**config.mk**
```make
export PLATFORM = sky130hd
export DESIGN_NAME = motor_ramp_ctrl
export DESIGN_NICKNAME = d
export VERILOG_FILES = /design/src/rtl/motor_ramp_ctrl.sv
export SDC_FILE = /design/constraint.sdc
export NUM_CORES = 1
export LEC_CHECK = 0
export CORE_UTILIZATION = 40
export DETAILED_ROUTE_END_ITERATION = 6
export PLACE_DENSITY = 0.65
export RECOVER_POWER = 50
export SETUP_SLACK_MARGIN = 0.05
export SLEW_MARGIN = 10
export SYNTH_ARGS = -nofsm -noshare
export SYNTH_HDL_FRONTEND = slang
export SYNTH_SLANG_ARGS = --single-unit
export TNS_END_PERCENT = 5
```
**constraint.sdc**
```tcl
create_clock -name clk -period 7.7 [get_ports clk]
set_input_delay 2.31 -clock clk [delete_from_list [all_inputs] [get_ports clk]]
set_output_delay 2.31 -clock clk [all_outputs]
set_load 0.02 [all_outputs]
```
**src/rtl/motor_ramp_ctrl.sv**
```systemverilog
// Drive-channel ramp sequencer: slews duty toward a commanded target and
// sequences direction reversals through ramp-to-zero and a dead interval.
module motor_ramp_ctrl #(
    parameter int DUTY_MAX    = 100,
    parameter int STEP        = 1,
    parameter int RAMP_DIV    = 1000,
    parameter int DEAD_CYCLES = 5000
) (
    input  logic       clk,
    input  logic       reset,
    input  logic       cmd_valid,
    output logic       cmd_ready,
    input  logic       cmd_dir,
    input  logic [6:0] cmd_duty,
    input  logic       estop,
    output logic [6:0] duty,
    output logic       dir,
    output logic       drv_en,
    output logic       busy
);

    localparam int PW = $clog2(RAMP_DIV);
    localparam int DW = $clog2(DEAD_CYCLES + 1);
    localparam logic [6:0]    DMAX     = 7'(DUTY_MAX);
    localparam logic [7:0]    STEP8    = 8'(STEP);
    localparam logic [PW-1:0] PRE_LAST = PW'(RAMP_DIV - 1);
    localparam logic [DW-1:0] DEAD_TOP = DW'(DEAD_CYCLES - 1);

    typedef enum logic [1:0] {
        S_IDLE,
        S_HOLD,
        S_RAMP,
        S_DEAD
    } state_e;

    state_e        state_q, state_d;
    logic [6:0]    duty_q, duty_d;
    logic          dir_q, dir_d;
    logic          drv_en_q, drv_en_d;
    logic          tgt_dir_q, tgt_dir_d;
    logic [6:0]    tgt_duty_q, tgt_duty_d;
    logic [6:0]    eff_q, eff_d;
    logic          rev_pend_q, rev_pend_d;
    logic [PW-1:0] pre_q, pre_d;
    logic [DW-1:0] dead_q, dead_d;

    logic       accept;
    logic       tick;
    logic [6:0] clamp;
    logic [7:0] duty8, eff8, up8, dn8;
    logic [6:0] duty_up, duty_dn;

    assign cmd_ready = !estop && (state_q != S_DEAD);
    assign accept    = cmd_valid && cmd_ready;
    assign tick      = (state_q == S_RAMP) && (pre_q == PRE_LAST);
    assign clamp     = (cmd_duty > DMAX) ? DMAX : cmd_duty;

    // 8-bit intermediates keep the step from wrapping at either end.
    assign duty8   = {1'b0, duty_q};
    assign eff8    = {1'b0, eff_q};
    assign up8     = duty8 + STEP8;
    assign dn8     = duty8 - STEP8;
    assign duty_up = (up8 > eff8) ? eff_q : up8[6:0];
    assign duty_dn = (duty8 >= eff8 + STEP8) ? dn8[6:0] : eff_q;

    always_comb begin
        state_d    = state_q;
        duty_d     = duty_q;
        dir_d      = dir_q;
        tgt_dir_d  = tgt_dir_q;
        tgt_duty_d = tgt_duty_q;
        eff_d      = eff_q;
        rev_pend_d = rev_pend_q;
        pre_d      = pre_q;
        dead_d     = dead_q;
        if (estop) begin
            duty_d     = '0;
            state_d    = S_IDLE;
            rev_pend_d = 1'b0;
            pre_d      = '0;
            dead_d     = '0;
        end else if (accept) begin
            tgt_dir_d  = cmd_dir;
            tgt_duty_d = clamp;
            pre_d      = '0;
            if (cmd_dir != dir_q && duty_q != '0) begin
                rev_pend_d = 1'b1;
                eff_d      = '0;
                state_d    = S_RAMP;
            end else if (cmd_dir != dir_q) begin
                rev_pend_d = 1'b0;
                dead_d     = DEAD_TOP;
                state_d    = S_DEAD;
            end else begin
                rev_pend_d = 1'b0;
                eff_d      = clamp;
                state_d    = S_RAMP;
            end
        end else begin
            unique case (state_q)
                S_RAMP: begin
                    if (tick) begin
                        pre_d = '0;
                        if (duty_q < eff_q) begin
                            duty_d = duty_up;
                        end else if (duty_q > eff_q) begin
                            duty_d = duty_dn;
                        end
                    end else begin
                        pre_d = pre_q + 1'b1;
                        if (duty_q == eff_q) begin
                            if (rev_pend_q) begin
                                dead_d  = DEAD_TOP;
                                state_d = S_DEAD;
                            end else if (duty_q == '0) begin
                                state_d = S_IDLE;
                            end else begin
                                state_d = S_HOLD;
                            end
                        end
                    end
                end
                S_DEAD: begin
                    if (dead_q == '0) begin
                        dir_d      = tgt_dir_q;
                        rev_pend_d = 1'b0;
                        eff_d      = tgt_duty_q;
                        pre_d      = '0;
                        state_d    = (tgt_duty_q != '0) ? S_RAMP : S_IDLE;
                    end else begin
                        dead_d = dead_q - 1'b1;
                    end
                end
                default: ;
            endcase
        end
        drv_en_d = (state_d != S_DEAD) && (duty_d != '0);
    end

    always_ff @(posedge clk or negedge reset) begin
        if (!reset) begin
            state_q    <= S_IDLE;
            duty_q     <= '0;
            dir_q      <= 1'b0;
            drv_en_q   <= 1'b0;
            tgt_dir_q  <= 1'b0;
            tgt_duty_q <= '0;
            eff_q      <= '0;
            rev_pend_q <= 1'b0;
            pre_q      <= '0;
            dead_q     <= '0;
        end else begin
            state_q    <= state_d;
            duty_q     <= duty_d;
            dir_q      <= dir_d;
            drv_en_q   <= drv_en_d;
            tgt_dir_q  <= tgt_dir_d;
            tgt_duty_q <= tgt_duty_d;
            eff_q      <= eff_d;
            rev_pend_q <= rev_pend_d;
            pre_q      <= pre_d;
            dead_q     <= dead_d;
        end
    end

    assign duty   = duty_q;
    assign dir    = dir_q;
    assign drv_en = drv_en_q;
    assign busy   = (state_q == S_RAMP) || (state_q == S_DEAD);

endmodule

```
==> impl_metrics.env, run 1 <==
export IMPL_syn_to_final_growth_pct=11.1
export IMPL_ys_seq_area_frac=0.343
export IMPL_worst_slew_pin_slew_ps=2620
export IMPL_cts_tree="built"
export IMPL_place_area_mm2=0.00394
export IMPL_period_share=0.798
export IMPL_vias=3176
export IMPL_max_freq_mhz=163
export IMPL_portBuffers=22
export IMPL_vias_per_cell=5.82
export IMPL_cts_buffers=5
export IMPL_cts_root_buf="clkbuf_8"
export IMPL_htree_levels=2
export IMPL_r2r_setup_slack_ps=3690
export IMPL_syn_num_nets=457
export IMPL_insertion_delay_ps=310
export IMPL_crit_family="buffers and inverters"
export IMPL_p_int_mw=0.531
export IMPL_worst_ir_drop_vdd_v=0.000120
export IMPL_crit_cells=4
export IMPL_rsz0062_at_grt="false"
export IMPL_postCtsHoldBufs=0
export IMPL_crit_buf_inv=3
export IMPL_regArea_mm2=0.00125
export IMPL_antenna_found_initial=0
export IMPL_post_route_cell_area_mm2=0.00405
export IMPL_grt_pass1_wl_um=15400
export IMPL_fill_cells=853
export IMPL_overflow=0
export IMPL_comb_power_share=0.352
export IMPL_drc_errors=0
export IMPL_hold_viol=0
export IMPL_p_seq_frac=0.420
export IMPL_finalPower_mw=0.856
export IMPL_die_w_um=97.5
export IMPL_fin_crit_ps=6140
export IMPL_worst_setup_path_start_kind="input port"
export IMPL_num_io_pins=23
export IMPL_grt_start_max_net_pins=51
export IMPL_hpwl_um=6580
export IMPL_cp_endpoint="cmd_ready"
export IMPL_tns_ps=0
export IMPL_multi_input_area_mm2=0.00224
export IMPL_start_util=0.416
export IMPL_cts_setup_buffers=0
export IMPL_path_class="in2out"
export IMPL_rr_endpoint="drv_en"
export IMPL_critPathMaxStageDelay_ps=670
export IMPL_reg2reg_depth=13
export IMPL_clockPowerShare=0.228
export IMPL_grt_pass1_vias=3163
export IMPL_wire_per_inst_um=16.5
export IMPL_avgSynthCellArea_um2=8.71
export IMPL_maxSlewHeadroom=-0.748
export IMPL_ant_nets=0
export IMPL_status="complete, but fails checks"
export IMPL_clk_pin_slew_ps=100
export IMPL_drt_wl_total_um=9020
export IMPL_critPathMostFrequentCell="clkdlybuf4s50_1"
export IMPL_first_pass_iters=4
export IMPL_cp_max_fo=13
export IMPL_num_rows=34
export IMPL_clockBufferDepth=2
export IMPL_globalplace_congestion=0.912
export IMPL_slowest_stage="clkdlybuf4s50_1"
export IMPL_swShare=0.380
export IMPL_synthCells=419
export IMPL_drv_slew=51
export IMPL_setup_worst_path_start="estop"
export IMPL_clkSinkCount=50
export IMPL_reg2reg_from="duty[1]"
export IMPL_leakagePower_nw=1.80
export IMPL_synth_seq_cells=50
export IMPL_fp_coreArea_mm2=0.00876
export IMPL_ctsResizeCount=0
export IMPL_fp_dieH_um=97.5
export IMPL_endpoint_kind="primary output"
export IMPL_power_switching_mw=0.325
export IMPL_synth_area_mm2=0.00365
export IMPL_holdWs_ps=513
export IMPL_synthFlopType="dfrtp_1"
export IMPL_arrival_ps=3830
export IMPL_antennaDiodeCount=0
export IMPL_synth_warnings=0
export IMPL_synth_enable_flop_cells=0
export IMPL_crit_chain="clkdlybuf4s50_1 -> buf_4 -> a21oi_1 -> clkdlybuf4s50_1"
export IMPL_cap_violations=1
export IMPL_violations="max-capacitance violations, max-slew violations"
export IMPL_finalNetCount=475
export IMPL_hold_path_class="reg2reg"
export IMPL_async_reset_ff_frac=1.00
export IMPL_cp_required_ps=5390
export IMPL_drive_gt1_frac=0.0548
export IMPL_finalSetupViolations=0
export IMPL_grt_usage=0.197
export IMPL_synth_cell_types=61
export IMPL_drt_initial_drc_count=204
export IMPL_dieArea_mm2=0.00951
export IMPL_powerDensity_mw_per_mm2=211
export IMPL_fin_worst_skew_ps=8.42
how the worst min path moves through the flow:
stage	from	to	slack [ps]	cells past startpoint
floorplan	pre_q[0]	pre_q[0]	470	1
global placement	tgt_dir_q	dir	480	1
detailed placement	tgt_dir_q	tgt_dir_q	490	1
CTS	tgt_dir_q	tgt_dir_q	520	1
global route	tgt_dir_q	dir	540	1
finish	tgt_dir_q	tgt_dir_q	510	1
cell type report:
| type | instances | share of cell area |
|---|---|---|
| multi-input combinational | 335 | 0.554 |
| sequential | 50 | 0.309 |
| timing repair buffer | 23 | 0.0546 |
| tap | 108 | 0.0333 |
| inverter | 22 | 0.0204 |
| clock buffer | 5 | 0.0170 |
| clock inverter | 3 | 0.0120 |
registers in the layout (all words and copies together) (netlist names):
| name | cells |
|---|---|
| dead_q | 13 |
| pre_q | 10 |
| duty | 7 |
| eff_q | 7 |
| tgt_duty_q | 7 |
| state_q | 2 |
| dir | 1 |
| drv_en | 1 |
| rev_pend_q | 1 |
| tgt_dir_q | 1 |
power by group through the flow:
stage	Clock, mW	Combinational, mW	Sequential [mW]
2_1_floorplan	0	0.230	0.346
3_3_place_gp	0	0.292	0.362
3_5_place_dp	0	0.300	0.364
4_1_cts	0.199	0.304	0.359
5_1_grt	0.210	0.345	0.367
6_report	0.195	0.301	0.360
placed cells by master (no fill, tap or decap), types with 6 or more instances in the layout:
cell type	netlist	layout
a21o_1	11	11
a21oi_1	29	29
and3_1	7	7
inv_1	22	22
nor3_1	9	10
xnor2_1	14	14
o21ai_0	28	28
clkdlybuf4s50_1	0	18
xor2_1	8	8
mux2i_1	6	6
or3_1	7	7
a211oi_1	7	7
dfrtp_1	50	50
nand3_1	20	20
ha_1	26	26
nand2_1	31	31
nor2_1	41	41
logic make-up (layout without fill, tap and decap cells):
family                     Yosys count  in the layout  share of synthesized area
and+or+nand+nor                    156            156                      0.230
adders and majority gates           26             26                     0.0892
muxes                               11             11                     0.0319
xor gates and xnor gates            22             22                     0.0528
DFF                                 50             50                      0.343
AOI/OAI and AO/OA                  120            120                      0.213
buffers and inverters               34             53                     0.0405
metrics by stage:
step                      setup WS [ps]  utilization  std cells
after CTS                          1550        0.463        546
after floorplan                    2660            -        419
after global routing               1490        0.462        546
after global placement             1550        0.450        538
final                              1560        0.462        546
after detailed placement           1570        0.450        538
per-layer routing:
metal  routed length, µm  part of all wire  GRT usage
met1                4180              0.46      0.270
met2                4240              0.47      0.318
met3                 366             0.041     0.0266
met4                 226             0.025     0.0667
met5                   0                 0          0
cell usage after synthesis, types with 6 or more instances:
cell       n  area [µm²]
ha_1      26         325
dfrtp_1   50        1250
a21o_1    11        82.6
or3_1      7        43.8
clkbuf_1   8        30.0
xnor2_1   14         123
o21ai_0   28         140
a21oi_1   29         145
and3_1     7        43.8
a211oi_1   7        52.6
nand3_1   20         100
nor2_1    41         154
nand2_1   31         116
mux2i_1    6        60.1
nor3_1     9        45.0
xor2_1     8        70.1
inv_1     22        82.6
No activity file was read; power rests on OpenSTA's default activity.
==> inputs of run 2 (changes only) <==
--- a/config.mk
+++ b/config.mk
@@ -7,7 +7,7 @@
 export LEC_CHECK = 0
 export CORE_UTILIZATION = 40
 export DETAILED_ROUTE_END_ITERATION = 6
-export PLACE_DENSITY = 0.65
+export PLACE_DENSITY = 0.67
 export RECOVER_POWER = 50
 export SETUP_SLACK_MARGIN = 0.05
 export SLEW_MARGIN = 10
==> constraint.sdc (replaced) <==
create_clock -name clk -period 5.29 [get_ports clk]
set_input_delay 1.587 -clock clk [delete_from_list [all_inputs] [get_ports clk]]
set_output_delay 1.587 -clock clk [all_outputs]
set_load 0.02 [all_outputs]
==> impl_metrics.env, run 2 (synthesized netlist as in run 1, its figures left out) <==
export IMPL_dieArea_mm2=0.00951
export IMPL_start_util=0.416
export IMPL_antenna_found_initial=0
export IMPL_p_seq_frac=0.421
export IMPL_cts_buffers=5
export IMPL_hold_viol=0
export IMPL_drive_gt1_frac=0.0569
export IMPL_drt_initial_drc_count=227
export IMPL_grt_start_max_net_pins=51
export IMPL_clockPowerShare=0.227
export IMPL_fin_worst_skew_ps=8.04
export IMPL_drt_wl_total_um=8910
export IMPL_finalNetCount=476
export IMPL_vias_per_cell=5.86
export IMPL_hold_path_class="reg2reg"
export IMPL_portBuffers=22
export IMPL_clockBufferDepth=2
export IMPL_violations="max-capacitance violations, max-slew violations"
export IMPL_ant_nets=0
export IMPL_cts_tree="built"
export IMPL_status="complete, but fails checks"
export IMPL_maxSlewHeadroom=-0.787
export IMPL_clkSinkCount=50
export IMPL_grt_usage=0.194
export IMPL_worst_setup_path_start_kind="input port"
export IMPL_worst_slew_pin_slew_ps=2680
export IMPL_worst_ir_drop_vdd_v=0.000182
export IMPL_arrival_ps=3170
export IMPL_antennaDiodeCount=0
export IMPL_fp_dieH_um=97.5
export IMPL_setup_slack_ps=530
export IMPL_rsz0062_at_grt="false"
export IMPL_top_regs="dead_q x13, pre_q x10"
export IMPL_cts_setup_buffers=0
export IMPL_power_switching_mw=0.472
export IMPL_hpwl_um=6540
export IMPL_fin_util=0.463
export IMPL_postCtsHoldBufs=0
export IMPL_regMostFlops="dead_q"
export IMPL_drc_errors=0
export IMPL_cp_max_fo=4
export IMPL_fin_crit_ps=4760
export IMPL_cts_root_buf="clkbuf_8"
export IMPL_finalSetupViolations=0
export IMPL_p_int_mw=0.773
export IMPL_num_rows=34
export IMPL_num_io_pins=23
export IMPL_vias=3208
export IMPL_clk_pin_slew_ps=90
export IMPL_largest_reg_flops=13
export IMPL_globalplace_congestion=0.931
export IMPL_final_common_cell="dfrtp_1"
export IMPL_syn_to_final_growth_pct=11.2
export IMPL_grt_pass1_wl_um=15200
export IMPL_insertion_delay_ps=310
export IMPL_first_pass_iters=5
export IMPL_leakagePower_nw=1.80
export IMPL_swShare=0.379
export IMPL_fp_coreArea_mm2=0.00876
export IMPL_final_cell_mix="dfrtp_1, nor2_1, nand2_1, a21oi_1, o21ai_0"
export IMPL_tns_ps=0
export IMPL_ctsResizeCount=0
export IMPL_htree_levels=2
export IMPL_pre_cts_ws_ps=702
export IMPL_wire_per_inst_um=16.3
export IMPL_path_class="in2out"
export IMPL_endpoint_kind="primary output"
export IMPL_max_freq_mhz=210
export IMPL_comb_power_share=0.351
export IMPL_die_w_um=97.5
export IMPL_overflow=0
export IMPL_drv_slew=51
export IMPL_cap_violations=1
export IMPL_cp_required_ps=3700
export IMPL_period_share=0.900
export IMPL_grt_pass1_vias=3158
export IMPL_powerDensity_mw_per_mm2=307
## run 2: cell types whose count changed in the layout (fill, tap and decap cells not counted), sizes merged
| cell | change |
|---|---|
| buf | +1 |
## run 2: cell type report
class | instances | area (µm²)
timing repair buffer | 24 | 226
fill | 831 | 4710
inverter | 22 | 82.6
tap | 108 | 135
clock buffer | 5 | 68.8
clock inverter | 3 | 48.8
sequential | 50 | 1250
multi-input combinational | 335 | 2240
## run 2: metal layers
layer	vias up	global-route usage	part of all wire
met3	6	0.0201	0.040
li1	1579	-	-
met5	-	0	0
met2	72	0.330	0.48
met4	0	0.0351	0.0054
met1	1551	0.269	0.48
## run 2: critical path: stages
cell and delay, ps:
dlygate4sd3_1 560, a21oi_1 340, clkdlybuf4s50_1 680
## run 2: worst paths after layout
check                           startpoint        end  slack [ps]  depth (start not counted)
worst max-delay path                 estop  cmd_ready         530                          3
worst min-delay path             tgt_dir_q  tgt_dir_q         510                          1
worst max register to register     duty[1]     drv_en        1190                         13
worst min register to register   tgt_dir_q  tgt_dir_q         510                          1
max in group asynchronous            reset   pre_q[6]        1570                          2
min in group asynchronous            reset  dead_q[4]        2210                          2
## run 2: power groups by stage
stage | clock network, mW | logic, mW | registers, mW
after floorplan | 0 | 0.335 | 0.503
final | 0.283 | 0.438 | 0.525
after detailed placement | 0 | 0.435 | 0.532
after global routing | 0.304 | 0.496 | 0.537
after global placement | 0 | 0.424 | 0.527
after CTS | 0.294 | 0.439 | 0.524
## run 2: per-stage QoR
| step | instance area [µm²] | std cells | power, mW | hold slack [ps] |
|---|---|---|---|---|
| global route | 4060 | 547 | 1.34 | 551 |
| detailed placement | 3950 | 539 | 0.966 | 491 |
| finish | 4060 | 547 | 1.25 | 509 |
| global placement | 3950 | 539 | 0.952 | 483 |
| floorplan | 3650 | 419 | 0.839 | 473 |
| CTS | 4070 | 547 | 1.26 | 514 |
==> inputs of run 3 (changes only) <==
--- a/config.mk
+++ b/config.mk
@@ -5,10 +5,14 @@
 export SDC_FILE = /design/constraint.sdc
 export NUM_CORES = 1
 export LEC_CHECK = 0
+export CELL_PAD_IN_SITES_DETAIL_PLACEMENT = 0
+export CELL_PAD_IN_SITES_GLOBAL_PLACEMENT = 1
 export CORE_UTILIZATION = 40
+export CTS_CLUSTER_SIZE = 40
 export DETAILED_ROUTE_END_ITERATION = 6
-export PLACE_DENSITY = 0.67
+export PLACE_DENSITY = 0.81
 export RECOVER_POWER = 50
+export REMOVE_ABC_BUFFERS = 1
 export SETUP_SLACK_MARGIN = 0.05
 export SLEW_MARGIN = 10
 export SYNTH_ARGS = -nofsm -noshare
==> impl_metrics.env, run 3 (synthesized netlist as in run 1, its figures left out) <==
export IMPL_dieArea_mm2=0.00951
export IMPL_endpoint_kind="primary output"
export IMPL_portBuffers=22
export IMPL_postCtsHoldBufs=0
export IMPL_top_layer_used="met4"
export IMPL_hold_path_class="reg2reg"
export IMPL_clkSinkCount=50
export IMPL_cts_setup_buffers=0
export IMPL_finalSetupViolations=0
export IMPL_worst_ir_drop_vdd_v=0.000132
export IMPL_path_class="in2out"
export IMPL_cap_violations=1
export IMPL_vias=3211
export IMPL_antennaDiodeCount=0
export IMPL_start_util=0.416
export IMPL_max_freq_mhz=215
export IMPL_worst_slew_pin_slew_ps=2660
export IMPL_wl_met3_um=326
export IMPL_cts_root_buf="clkbuf_8"
export IMPL_holdWs_ps=526
export IMPL_grt_pass1_wl_um=15500
export IMPL_rsz0062_at_grt="false"
export IMPL_setup_slack_ps=631
export IMPL_cts_tree="built"
export IMPL_hold_viol=0
export IMPL_fin_cells=548
export IMPL_drt_wl_total_um=9080
export IMPL_power_switching_mw=0.459
export IMPL_status="complete, but fails checks"
export IMPL_slowest_stage="clkdlybuf4s50_1"
export IMPL_critPathMaxStageDelay_ps=680
export IMPL_final_cell_mix="dfrtp_1, nor2_1, nand2_1, a21oi_1, o21ai_0"
export IMPL_drive_gt1_frac=0.0523
export IMPL_tns_ps=0
export IMPL_num_rows=34
export IMPL_clockPowerShare=0.218
export IMPL_ant_nets=0
export IMPL_leakagePower_nw=1.80
export IMPL_drc_errors=0
export IMPL_first_pass_iters=4
export IMPL_grt_usage=0.201
export IMPL_fin_worst_skew_ps=9.60
export IMPL_place_inst=540
export IMPL_cp_required_ps=3700
export IMPL_finalNetCount=477
export IMPL_globalplace_congestion=0.913
export IMPL_violations="max-capacitance violations, max-slew violations"
export IMPL_fp_coreArea_mm2=0.00876
export IMPL_ctsResizeCount=0
export IMPL_hpwl_um=6750
export IMPL_dr_wl_met2_um=4270
export IMPL_num_io_pins=23
export IMPL_clk_pin_slew_ps=90
export IMPL_fp_dieH_um=97.5
export IMPL_fin_crit_ps=4660
export IMPL_top_regs="dead_q x13, pre_q x10"
export IMPL_cp_max_fo=4
export IMPL_drt_initial_drc_count=136
export IMPL_period_share=0.881
export IMPL_overflow=0
export IMPL_syn_to_final_growth_pct=11.0
export IMPL_final_common_cell="dfrtp_1"
export IMPL_powerDensity_mw_per_mm2=304
export IMPL_largest_reg_flops=13
export IMPL_critPathMostFrequentCell="clkdlybuf4s50_1"
export IMPL_crit_chain="clkdlybuf4s50_1 -> a21oi_1 -> clkdlybuf4s50_1"
export IMPL_cts_buffers=5
export IMPL_grt_pass1_vias=3128
export IMPL_vias_per_cell=5.86
export IMPL_grt_start_max_net_pins=51
export IMPL_comb_power_share=0.353
export IMPL_antenna_found_initial=0
export IMPL_maxSlewHeadroom=-0.772
export IMPL_pre_cts_ws_ps=661
export IMPL_wl_met1_um=4280
export IMPL_clockBufferDepth=2
export IMPL_p_seq_frac=0.429
export IMPL_insertion_delay_ps=300
export IMPL_die_w_um=97.5
export IMPL_drv_slew=51
export IMPL_worst_setup_path_start_kind="input port"
export IMPL_arrival_ps=3070
export IMPL_swShare=0.373
export IMPL_htree_levels=2
export IMPL_regMostFlops="dead_q"
export IMPL_wire_per_inst_um=16.6
export IMPL_p_int_mw=0.771
## run 3: critical path, delay by kind of cell
family	cells	cell delay (ps)
compound gates	1	340
buf+inv	2	1140
## run 3: layout make-up
type	instances	area, µm²
Sequential cell	50	1250
Multi-Input combinational cell	335	2240
Inverter	22	82.6
Fill cell	862	4710
Clock inverter	1	30.0
Tap cell	108	135
Timing Repair Buffer	25	230
Clock buffer	7	76.3
## run 3: path summary, 6_finish.rpt
kind,from,slack [ps],endpoint,cells after the start
max,estop,630,cmd_ready,3
min,tgt_dir_q,530,tgt_dir_q,1
max reg2reg,duty[1],1360,drv_en,13
min reg2reg,tgt_dir_q,530,tgt_dir_q,1
max in group asynchronous,reset,1580,eff_q[3],2
min in group asynchronous,reset,2210,dead_q[4],2
## run 3: power by group through the flow
stage | clock network, mW | logic, mW | registers [mW]
after floorplan | 0 | 0.328 | 0.505
after global placement | 0 | 0.428 | 0.531
after detailed placement | 0 | 0.437 | 0.534
after CTS | 0.277 | 0.439 | 0.526
after global routing | 0.292 | 0.493 | 0.539
final | 0.268 | 0.434 | 0.528
## run 3: per-stage QoR
step	utilization	instance area (µm²)	power, mW
floorplan	-	3580	0.833
global placement	0.451	3960	0.958
detailed placement	0.451	3960	0.971
CTS	0.464	4060	1.24
global route	0.462	4050	1.32
finish	0.462	4050	1.23
## run 3: metal layers
layer,up-vias,GRT usage
li1,1583,-
met1,1550,0.276
met2,63,0.322
met3,15,0.0288
met4,0,0.0724
met5,-,0
